File: config.mk
export PLATFORM = sky130hd
export DESIGN_NAME = msrv32_pc_seq
export DESIGN_NICKNAME = d
export VERILOG_FILES = /design/src/rtl/msrv32_pkg.sv /design/src/rtl/msrv32_pc_target_mux.sv /design/src/rtl/msrv32_pc_seq.sv
export SDC_FILE = /design/constraint.sdc
export NUM_CORES = 1
export LEC_CHECK = 0
export BUFFER_PORTS_ARGS = -buffer_cell sky130_fd_sc_hd__buf_2
export CORE_MARGIN = 2
export CORE_UTILIZATION = 52
export DETAILED_ROUTE_END_ITERATION = 8
export HOLD_SLACK_MARGIN = 0.02
export PLACE_DENSITY = 0.89
export SLEW_MARGIN = 20
export SYNTH_ARGS = -nofsm -noshare
export SYNTH_HDL_FRONTEND = slang
export SYNTH_SLANG_ARGS = --single-unit
File: constraint.sdc
create_clock -name clk_in -period 3.9 [get_ports clk_in]
set_input_delay 0.585 -clock clk_in [delete_from_list [all_inputs] [get_ports clk_in]]
set_output_delay 0.585 -clock clk_in [all_outputs]
set_load 0.01 [all_outputs]
File: src/rtl/msrv32_pkg.sv
// Shared msrv32 definitions: PC source encodings and the PC sequencer state type.
package msrv32_pkg;

  localparam logic [1:0] PC_SRC_BOOT = 2'b00;
  localparam logic [1:0] PC_SRC_EPC  = 2'b01;
  localparam logic [1:0] PC_SRC_TRAP = 2'b10;
  localparam logic [1:0] PC_SRC_NEXT = 2'b11;

  typedef enum logic [1:0] {
    BOOT_WAIT,
    RUN,
    HOLD
  } pc_state_t;

endpackage

File: src/rtl/msrv32_pc_target_mux.sv
// Redirect target selection and IALIGN misalignment check for the PC sequencer.
module msrv32_pc_target_mux
  import msrv32_pkg::*;
#(
  parameter int unsigned XLEN   = 32,
  parameter int unsigned IALIGN = 32
) (
  input  logic [1:0]      pc_src_in,
  input  logic [XLEN-1:0] boot_address_in,
  input  logic [XLEN-1:0] epc_in,
  input  logic [XLEN-1:0] trap_address_in,
  input  logic [XLEN-2:0] iaddr_in,
  input  logic            branch_taken_in,
  output logic [XLEN-1:0] target_out,
  output logic            redirect_out,
  output logic            misaligned_out
);

  localparam bit WORD_ALIGNED = (IALIGN == 32);

  logic w_redirect_raw;

  always_comb begin
    target_out = {iaddr_in, 1'b0};
    unique case (pc_src_in)
      PC_SRC_BOOT: target_out = boot_address_in;
      PC_SRC_EPC:  target_out = epc_in;
      PC_SRC_TRAP: target_out = trap_address_in;
      PC_SRC_NEXT: target_out = {iaddr_in, 1'b0};
      default:     target_out = {iaddr_in, 1'b0};
    endcase
  end

  assign w_redirect_raw = (pc_src_in != PC_SRC_NEXT) || branch_taken_in;

  // A misaligned branch target is dropped here; the trap unit redirects next cycle.
  assign misaligned_out = branch_taken_in && (pc_src_in == PC_SRC_NEXT) &&
                          target_out[1] && WORD_ALIGNED;
  assign redirect_out   = w_redirect_raw && !misaligned_out;

endmodule

File: src/rtl/msrv32_pc_seq.sv
// Program counter / fetch-address sequencer with boot delay and stall-safe redirect capture.
module msrv32_pc_seq
  import msrv32_pkg::*;
#(
  parameter int unsigned     XLEN         = 32,
  parameter logic [XLEN-1:0] BOOT_ADDRESS = '0,
  parameter int unsigned     IALIGN       = 32,
  parameter int unsigned     BOOT_DELAY   = 2
) (
  input  logic            clk_in,
  input  logic            rst_in,
  input  logic [1:0]      pc_src_in,
  input  logic [XLEN-1:0] epc_in,
  input  logic [XLEN-1:0] trap_address_in,
  input  logic [XLEN-2:0] iaddr_in,
  input  logic            branch_taken_in,
  input  logic            ahb_ready_in,
  output logic [XLEN-1:0] i_addr_out,
  output logic            i_req_out,
  output logic [XLEN-1:0] pc_out,
  output logic [XLEN-1:0] pc_plus_inc_out,
  output logic            redirect_pending_out,
  output logic            misaligned_instr_logic_out
);

  localparam int unsigned     CW       = (BOOT_DELAY > 0) ? $clog2(BOOT_DELAY + 1) : 1;
  localparam logic [CW-1:0]   CNT_LAST = CW'((BOOT_DELAY > 0) ? BOOT_DELAY - 1 : 0);
  localparam logic [XLEN-1:0] INC      = XLEN'(IALIGN / 8);

  pc_state_t       r_state, w_state_nxt;
  logic [CW-1:0]   r_cnt, w_cnt_nxt;
  logic [XLEN-1:0] r_i_addr, w_i_addr_nxt;
  logic [XLEN-1:0] r_pc, w_pc_nxt;
  logic [XLEN-1:0] r_pend_addr, w_pend_addr_nxt;
  logic            r_i_req, w_i_req_nxt;
  logic            r_pending, w_pending_nxt;
  logic [XLEN-1:0] w_target;
  logic            w_redirect;
  logic            w_accept;

  msrv32_pc_target_mux #(
    .XLEN   (XLEN),
    .IALIGN (IALIGN)
  ) u_target_mux (
    .pc_src_in       (pc_src_in),
    .boot_address_in (BOOT_ADDRESS),
    .epc_in          (epc_in),
    .trap_address_in (trap_address_in),
    .iaddr_in        (iaddr_in),
    .branch_taken_in (branch_taken_in),
    .target_out      (w_target),
    .redirect_out    (w_redirect),
    .misaligned_out  (misaligned_instr_logic_out)
  );

  assign w_accept = r_i_req && ahb_ready_in;

  always_comb begin
    w_state_nxt     = r_state;
    w_cnt_nxt       = r_cnt;
    w_i_addr_nxt    = r_i_addr;
    w_pc_nxt        = r_pc;
    w_pend_addr_nxt = r_pend_addr;
    w_i_req_nxt     = r_i_req;
    w_pending_nxt   = r_pending;
    unique case (r_state)
      BOOT_WAIT: begin
        w_cnt_nxt = r_cnt + 1'b1;
        if (BOOT_DELAY == 0 || r_cnt == CNT_LAST) begin
          w_state_nxt  = RUN;
          w_i_req_nxt  = 1'b1;
          w_i_addr_nxt = BOOT_ADDRESS;
        end
      end
      RUN: begin
        if (w_accept) begin
          w_pc_nxt     = r_i_addr;
          w_i_addr_nxt = w_redirect ? w_target : r_i_addr + INC;
        end else if (w_redirect) begin
          w_pend_addr_nxt = w_target;
          w_pending_nxt   = 1'b1;
          w_state_nxt     = HOLD;
        end
      end
      HOLD: begin
        // Newest redirect wins, including one arriving in the accept cycle.
        if (w_redirect) w_pend_addr_nxt = w_target;
        if (w_accept) begin
          w_pc_nxt      = r_i_addr;
          w_i_addr_nxt  = w_redirect ? w_target : r_pend_addr;
          w_pending_nxt = 1'b0;
          w_state_nxt   = RUN;
        end
      end
      default: w_state_nxt = BOOT_WAIT;
    endcase
  end

  always_ff @(posedge clk_in or posedge rst_in) begin
    if (rst_in) begin
      r_state     <= BOOT_WAIT;
      r_cnt       <= '0;
      r_i_addr    <= BOOT_ADDRESS;
      r_pc        <= BOOT_ADDRESS;
      r_pend_addr <= '0;
      r_i_req     <= 1'b0;
      r_pending   <= 1'b0;
    end else begin
      r_state     <= w_state_nxt;
      r_cnt       <= w_cnt_nxt;
      r_i_addr    <= w_i_addr_nxt;
      r_pc        <= w_pc_nxt;
      r_pend_addr <= w_pend_addr_nxt;
      r_i_req     <= w_i_req_nxt;
      r_pending   <= w_pending_nxt;
    end
  end

  assign i_addr_out           = r_i_addr;
  assign i_req_out            = r_i_req;
  assign pc_out               = r_pc;
  assign pc_plus_inc_out      = r_pc + INC;
  assign redirect_pending_out = r_pending;

endmodule
==> summary by stage, run 1 <==
Setup path
The worst setup path is launched from a register. The path type of the worst setup path is reg2out. The slowest stage cell on the critical path is sky130_fd_sc_hd__nor4_2.

The required time of the critical path is 3.31 ns. The gate family responsible for the most delay along the worst path is simple AND/OR/NAND/NOR gates. In this design, the stage delay of the slowest critical-path cell is 0.62 ns. Walking the worst path, the cells encountered are ha_1 -> nand3_1 -> nor4_2 -> nand2_1 -> nor2_1 -> xnor2_1 -> buf_2. The arrival time of data at the critical path endpoint is 2.33 ns. The number of buffers and inverters on the critical path is 1. The nature of the critical path endpoint is a primary output.

The largest fanout of any net on the critical path is 8.

Yosys
In the synthesized netlist, the cells that appear most often are sky130_fd_sc_hd__dfrtp_1 (102), sky130_fd_sc_hd__nand2_1 (79), sky130_fd_sc_hd__mux2_2 (56), sky130_fd_sc_hd__nor2_1 (47), sky130_fd_sc_hd__o21ai_0 (47). The distinct cell type count after synthesis is 62. The dominant register cell in the synthesized netlist is sky130_fd_sc_hd__dfrtp_1. The proportion of netlist area held by the largest area contributor is 0.400.

By area the synthesized netlist is led by sky130_fd_sc_hd__dfrtp_1 (40%), sky130_fd_sc_hd__mux2_2 (9.9%), sky130_fd_sc_hd__nand2_1 (4.6%), sky130_fd_sc_hd__a22o_1 (3.7%), sky130_fd_sc_hd__o21ai_0 (3.7%). Each instance of the synthesized netlist takes up on average 9.24 sq um. Of the total synthesized cell area, the portion taken by AND, OR, NAND and NOR gates is 0.182. The number of synthesis warnings is 0. The cell with the most instances after synthesis is sky130_fd_sc_hd__dfrtp_1. The multiplexer area fraction after synthesis is 0.105. After synthesis, the largest family of logic cells by area is compound AO/OA/AOI/OAI gates. The post-synthesis cell count is 691.

The complex-gate fraction of the synthesized area is 0.212. For this run, asynchronously set or reset flops after synthesis account for 1.00. The parity-gate share of the synthesized area counting xor and xnor cells is 0.0466. The count of flip-flops with a built-in enable after synthesis is 0. Of all cell types, the one taking the most synthesized area is sky130_fd_sc_hd__dfrtp_1. The number of nets in the synthesized netlist is 799. The combined area of all synthesized cells is 6390 sq um.

In this run, synthesis produced a sequential element count of 102. The portion of the post-synthesis area used by sequential elements is 0.400. The post-synthesis share of cell area spent on full adders, half adders and majority gates is 0.0137.

Power and ir drop
The share of total power dissipated in combinational logic is 0.446. The worst voltage drop across the vdd grid is 308 uV. The leakage dissipation is 3.76 nW. The share of total power dissipated in sequential elements is 0.387.

The internal power contribution is 2.97 mW. The power per cell area is 675 nW/um^2. Summed over all nets, the switching power comes to 2.26 mW. The share of total power in the clock network is 0.167.

Of the total power, the share spent switching nets is 0.432.

Floorplan
The number of placement rows is 40. The number of top-level pins is 200. The vertical die dimension is 115 microns. The area of the placeable core is 12000 sq um. For this configuration, the core starts out at a cell density of 0.532.

The die footprint is 13200 sq um. The horizontal extent of the die is 115 microns.

Clock tree
At the later pin of the worst-skew pair, clock insertion delay measures 0.35 ns. In this run the number of H-tree levels came out at 3. The number of gates resized after CTS is 0. The tree built by TritonCTS fans out to 102 sinks. In this run the clock root is driven by a sky130_fd_sc_hd__clkbuf_16. After clock tree synthesis, the setup repair step added 0 buffers. The maximum clock path buffer count is 2. Clock-pin slew was measured on the worst setup and hold paths at 0.06 ns. Counting the buffers created by CTS gives 9. TritonCTS built the clock tree. The number of hold buffers added after CTS was 0.

Detailed routing
The first TritonRoute pass finished after 9 iterations. Wires add up to 18.6 mm. In the routed layout, each cell is associated on average with a via count of 6.25. The highest layer touched by signal routing is met4. The residual antenna-violating net count after detailed routing is 0. After the first detailed-routing iteration, the DRC count stood at 748. For this run, design rule violations remaining after detail routing come to 0. After detailed routing, the wire length on met1 is 8.00 mm. The average wire length per cell after detail routing is 18.3 microns. Wire segments on met2 add up to 8.49 mm in the final route. Summing over every cut layer, the via total after detailed routing is 6366.

Wire segments on met3 add up to 1.74 mm in the final route.

GRT
The first-pass GRT wire length is 29.9 mm. The number of global-route vias before repair came to 5808. For this run, the total global-route usage over all layers was measured as 0.285. The number of antenna violations at the first check in global routing came to 0. The remaining global-route overflow is 0. The maximum number of pins on one net before global-route repair is 80.

Layout
The diode insertion count for antenna repair is 0. The total area of multi-input combinational cells is 3570 sq um. From synthesis to final layout, the design area changed by 21.2%.

Once layout is done, the placed cells without fillers occupy 7740 sq um. In the final layout, flip-flops and latches occupy 2550 sq um. The final-layout fill cell count is 996. For this run, the post-layout net count is 978. Of the cells placed in the final design, the portion with a size suffix greater than 1 is 0.338.

Place
In this run the tool buffered the top-level ports with 199 buffer cells. The total cell area at the placement stage is 7460 sq um. The HPWL after detailed placement is 13.9 mm. The final estimated routing congestion in global placement is 0.918.

STA
The worst path needs 2.92 ns of the cycle, external delays included. Setup repair after global routing left no endpoint under its margin. The achievable frequency is 343 MHz. The number of max-slew violations in the final report is 0. For the pin with the worst max-slew slack, the measured transition is 0.974 ns. The final hold violation count is 0.

Dividing the final minimum period by the clock period gives 0.747. Hold timing on the final database bottoms out at a slack of 0.452 ns. The number of endpoints failing setup at the final stage is 0. Summed over all failing endpoints, the final setup total negative slack is 0 ns. On the final layout, the worst clock skew is 0.00571 ns.

The worst slew margin relative to its limit is 0.351.

Worst hold path
The type of the tightest min-delay check is in2async.

Flow run
Across the run, the number of max-cap violations was 0.

Status
The flow ran to the end, and the final reports show no timing, DRC or antenna violations.
## registers in the layout (all words and copies together), names as in the netlist
| name | count |
|---|---|
| r_pend_addr | 32 |
| i_addr_out | 32 |
| pc_out | 32 |
| r_cnt | 2 |
| redirect_pending_out | 1 |
| r_state | 2 |
| i_req_out | 1 |
## worst reg2reg max path: stages (launching register included)
cell	delay, ns
sky130_fd_sc_hd__dfrtp_1	0.43
sky130_fd_sc_hd__inv_1	0.13
sky130_fd_sc_hd__ha_1	0.45
sky130_fd_sc_hd__buf_4	0.29
sky130_fd_sc_hd__inv_1	0.19
sky130_fd_sc_hd__or4_1	0.61
sky130_fd_sc_hd__nor3_1	0.39
sky130_fd_sc_hd__a21oi_1	0.12
sky130_fd_sc_hd__o21ai_1	0.13
## path summary, 6_finish.rpt
| kind | from | endpoint | slack, ns | cells past startpoint |
|---|---|---|---|---|
| max in group asynchronous | rst_in | pc_out[31]$_DFFE_PP0P_ | 2.65 | 3 |
| worst max-delay path | pc_out[2]$_DFFE_PP0P_ | pc_plus_inc_out[30] | 0.98 | 7 |
| worst min-delay path | rst_in | pc_out[11]$_DFFE_PP0P_ | 0.45 | 2 |
| worst max register to register | r_state[1]$_DFFE_PP0P_ | i_addr_out[31]$_DFFE_PP0P_ | 1.09 | 8 |
| worst min register to register | r_cnt[0]$_DFFE_PP0P_ | r_cnt[0]$_DFFE_PP0P_ | 0.49 | 1 |
| min in group clk_in | r_cnt[0]$_DFFE_PP0P_ | r_cnt[0]$_DFFE_PP0P_ | 0.49 | 1 |
## power groups by stage
stage / Clock, mW / Combinational, mW / Sequential (mW)
final: 0.873 / 2.33 / 2.02
after global routing: 0.925 / 2.54 / 2.09
after CTS: 0.877 / 2.30 / 2.01
after detailed placement: 0 / 2.29 / 2.03
after global placement: 0 / 2.22 / 2.00
after floorplan: 0 / 1.46 / 1.98
## per-stage QoR
| step | std cells | utilization | total power, mW | worst slack (ns) |
|---|---|---|---|---|
| floorplan | 691 | - | 3.44 | 0.640 |
| CTS | 1019 | 0.645 | 5.19 | 0.965 |
| detailed placement | 1006 | 0.621 | 4.31 | 1.04 |
| global placement | 1006 | 0.621 | 4.22 | 1.11 |
| finish | 1019 | 0.645 | 5.22 | 0.985 |
| global route | 1019 | 0.645 | 5.56 | 0.694 |
## cells by family after synthesis
family / after synthesis
muxes: 60
DFF: 102
and+or+nand+nor: 231
buffers and inverters: 60
adders and majority gates: 7
xor gates and xnor gates: 34
AOI/OAI and AO/OA: 197
## layout by cell type (no fill, tap or decap), drive strengths merged, types with 23 or more instances in the layout
cell,instances
xnor2,23
o21ai,53
a21oi,32
a22o,27
dfrtp,102
buf,212
nand2,79
nor2,47
mux2,56
nand3,27
## metal layers
metal  up-vias  GRT usage
li1       2943          -
met5         -          0
met3        53     0.0464
met2       429      0.458
met4         0     0.0900
met1      2941      0.400
## area by class of cell
cell class / instances / share of cell area
multi-input combinational: 529 / 0.461
tap: 147 / 0.0238
timing repair buffer: 212 / 0.141
inverter: 16 / 0.00808
sequential: 102 / 0.330
clock inverter: 2 / 0.00452
clock buffer: 11 / 0.0314
(Power assumes the default switching activity.)
==> run 2, diff against run 1 <==
Clock period 3.9 ns to 2.78 ns, I/O delays scaled along.
==> run 2 against run 1 <==
  * Combinational power increased by 44%
  * Largest power group unchanged
  * Final area increased by 2.0%
  * Hold slack got worse by 0.33 ns
  * Sequential power increased by 41%
  * Die area unchanged
  * Core utilization increased by 1.3 points
  * Worst setup slack got worse by 0.78 ns
  * Via count increased by 0.31%
  * Clock power increased by 49%
==> summary by stage, run 2 (synthesis results as in run 1) <==
Status
Result of the run: finished clean (unchanged).

Clock tree
The root buffer cell is sky130_fd_sc_hd__clkbuf_16 (unchanged). The CTS tree is built (unchanged). The total clock buffers created by CTS is 9 (unchanged). The source-to-sink clock delay at the later pin of the worst-skew pair is 0.35 ns (about the same). The CTS clock-pin slew for the worst setup and hold paths is 0.07 ns (was 0.06 ns). The number of sinks on the clock net is 102 (unchanged). The buffer count from post-CTS setup fixing is 0 (unchanged). The maximum clock path buffer count is 2 (unchanged). The depth of the CTS H-tree is 3 (unchanged).

Power and ir drop
The worst voltage drop across the vdd grid was 438 uV (was 308 uV). The leakage dissipation came to 3.84 nW (was 3.76 nW). The power per cell area is 950 nW/um^2 (was 675 nW/um^2).

Floorplan
The area of the placeable core is 12000 sq um (unchanged). The horizontal extent of the die is 115 microns (unchanged). The number of top-level pins was 200 (unchanged). The number of placement rows is 40 (unchanged). The initial cell density of the core is 0.532 (unchanged). The die footprint is 13200 sq um (unchanged).

The vertical die dimension was 115 microns (unchanged).

Place
The setup slack at placement was 0.271 ns (was 1.04 ns). The estimated wirelength of the detail-placed design is 14.0 mm (was 13.9 mm). The number of buffers inserted by port buffering is 199 (unchanged). The final estimated routing congestion in global placement is 0.961 (was 0.918).

Detailed routing
The number of optimization iterations in the first detailed-route pass is 7 (was 9). The number of DRC violations after detailed-routing iteration 0 was 810 (was 748). The ratio of routed vias to standard cells is 6.18 (was 6.25). The total via count after detailed routing was 6386 (was 6366). The residual antenna-violating net count after detailed routing is 0 (unchanged). The total length of routed wires is 18.8 mm (was 18.6 mm). The DRC violations left is 0 (unchanged). The average wire length per cell after detail routing is 18.2 microns (was 18.3 microns).

Layout
The most common cell after layout, fill and taps aside was sky130_fd_sc_hd__buf_2 (unchanged). The area growth from synthesis to final layout was 23.6% (was 21.2%). The ratio of cells with drive above 1 in the final layout was 0.353 (was 0.338). The diode insertion count for antenna repair was 0 (unchanged). Most frequent cells in the layout: sky130_fd_sc_hd__buf_2 (199), sky130_fd_sc_hd__dfrtp_1 (102), sky130_fd_sc_hd__nand2_1 (78) (was sky130_fd_sc_hd__buf_2 (199), sky130_fd_sc_hd__dfrtp_1 (102), sky130_fd_sc_hd__nand2_1 (79)). The net count of the finished layout is 989 (was 978).

Setup path
Critical-path cell list: inv_1 -> ha_1 -> a2bb2oi_1 -> or3_4 -> or4_4 -> o211ai_1 -> o21ai_1 (was ha_1 -> nand3_1 -> nor4_2 -> nand2_1 -> nor2_1 -> xnor2_1 -> buf_2). The gate family responsible for the most delay along the worst path is simple AND/OR/NAND/NOR gates (unchanged). The path type of the worst setup path is reg2reg (was reg2out).

The largest fanout of any net on the critical path came to 21 (was 8). The slowest stage cell on the critical path is sky130_fd_sc_hd__or4_4 (was sky130_fd_sc_hd__nor4_2). The largest incremental delay on the critical path came to 0.60 ns (was 0.62 ns). The arrival time of data at the critical path endpoint is 2.79 ns (was 2.33 ns). The required time of the critical path came to 3.00 ns (was 3.31 ns). The nature of the critical path startpoint is a register (unchanged). The nature of the critical path endpoint is a register (was primary output). The number of buffers and inverters on the critical path was 1 (unchanged).

STA
The number of endpoints failing setup at the final stage is 0 (unchanged). The routed design could run at a clock period as short as 2.57 ns. The achievable frequency is 389 MHz. The slew at the pin closest to its max-slew limit came to 0.682 ns (was 0.974 ns).

The final hold violation count is 0 (unchanged). Unrepaired setup endpoints after global routing: false (unchanged). The worst slew margin relative to its limit came to 0.544 (was 0.351). The slack of the critical path is 0.208 ns (was 0.985 ns). The number of max-slew violations in the final report was 0 (unchanged). Of the available clock period, the critical path in the final layout requires 0.925. The worst setup skew after layout is 0.00566 ns (was 0.00571 ns). The setup TNS is 0 ns (unchanged).

Flow run
The number of max-cap violations was 0 (unchanged).

GRT
The maximum number of pins on one net before global-route repair is 46 (was 80). The number of antenna violations at the first check in global routing came to 0 (unchanged). The first-pass GRT wire length was 29.9 mm (about the same).

The remaining global-route overflow is 0 (unchanged). The overall fraction of global-route tracks in use came to 0.286 (was 0.285). The number of global-route vias before repair is 5748 (was 5808).

Worst hold path
The type of the tightest min-delay check is in2async (unchanged).
-- run 2: routing by layer --
metal,vias to the layer above,GRT usage,wire length [microns]
met5,-,0,0
met4,0,0.0916,312
met3,26,0.0279,1600
met2,398,0.442,8550
met1,2997,0.426,8340
li1,2965,-,-
-- run 2: cell type report --
cell class	count	area [sq um]
fill	992	4120
inverter	16	63.8
sequential	102	2550
multi-input combinational	529	3580
clock inverter	5	56.3
clock buffer	11	253
tap	147	184
timing repair buffer	223	1200
-- run 2: what timing repair did --
action / 4_1_cts / 5_1_grt
hold buffers: 0 / 0
endpoints found under the setup margin: 0 / 2
resized for setup: 0 / 3
hold endpoints to repair: 0 / 0
-- run 2: power by group --
group | leakage [nW] | total, mW | switching, mW | internal [mW]
Combinational | 2.33 | 3.35 | 1.90 | 1.45
Clock | 0.152 | 1.30 | 0.552 | 0.747
Sequential | 1.35 | 2.85 | 0.775 | 2.08
-- run 2: worst paths after layout --
kind | start | to | slack [ns] | depth (start not counted)
worst max-delay path | r_state[1]$_DFFE_PP0P_ | i_addr_out[27]$_DFFE_PP0P_ | 0.21 | 7
worst min-delay path | rst_in | pc_out[4]$_DFFE_PP0P_ | 0.13 | 2
max in group asynchronous | rst_in | r_pend_addr[31]$_DFFE_PP0P_ | 1.82 | 3
worst max register to register | r_state[1]$_DFFE_PP0P_ | i_addr_out[27]$_DFFE_PP0P_ | 0.21 | 7
worst min register to register | r_pend_addr[27]$_DFFE_PP0P_ | r_pend_addr[27]$_DFFE_PP0P_ | 0.48 | 2
min in group clk_in | iaddr_in[27] | r_pend_addr[28]$_DFFE_PP0P_ | 0.43 | 3
-- run 2: metrics by stage --
step	instances	cell area (sq um)	hold slack, ns	power [mW]	utilization
CTS	1033	7880	0.138	7.46	0.656
floorplan	691	6390	0.445	4.82	-
global placement	1017	7570	0.461	6.02	0.631
global route	1033	7900	0.175	7.97	0.657
detailed placement	1017	7570	0.465	6.14	0.631
finish	1033	7900	0.126	7.50	0.657
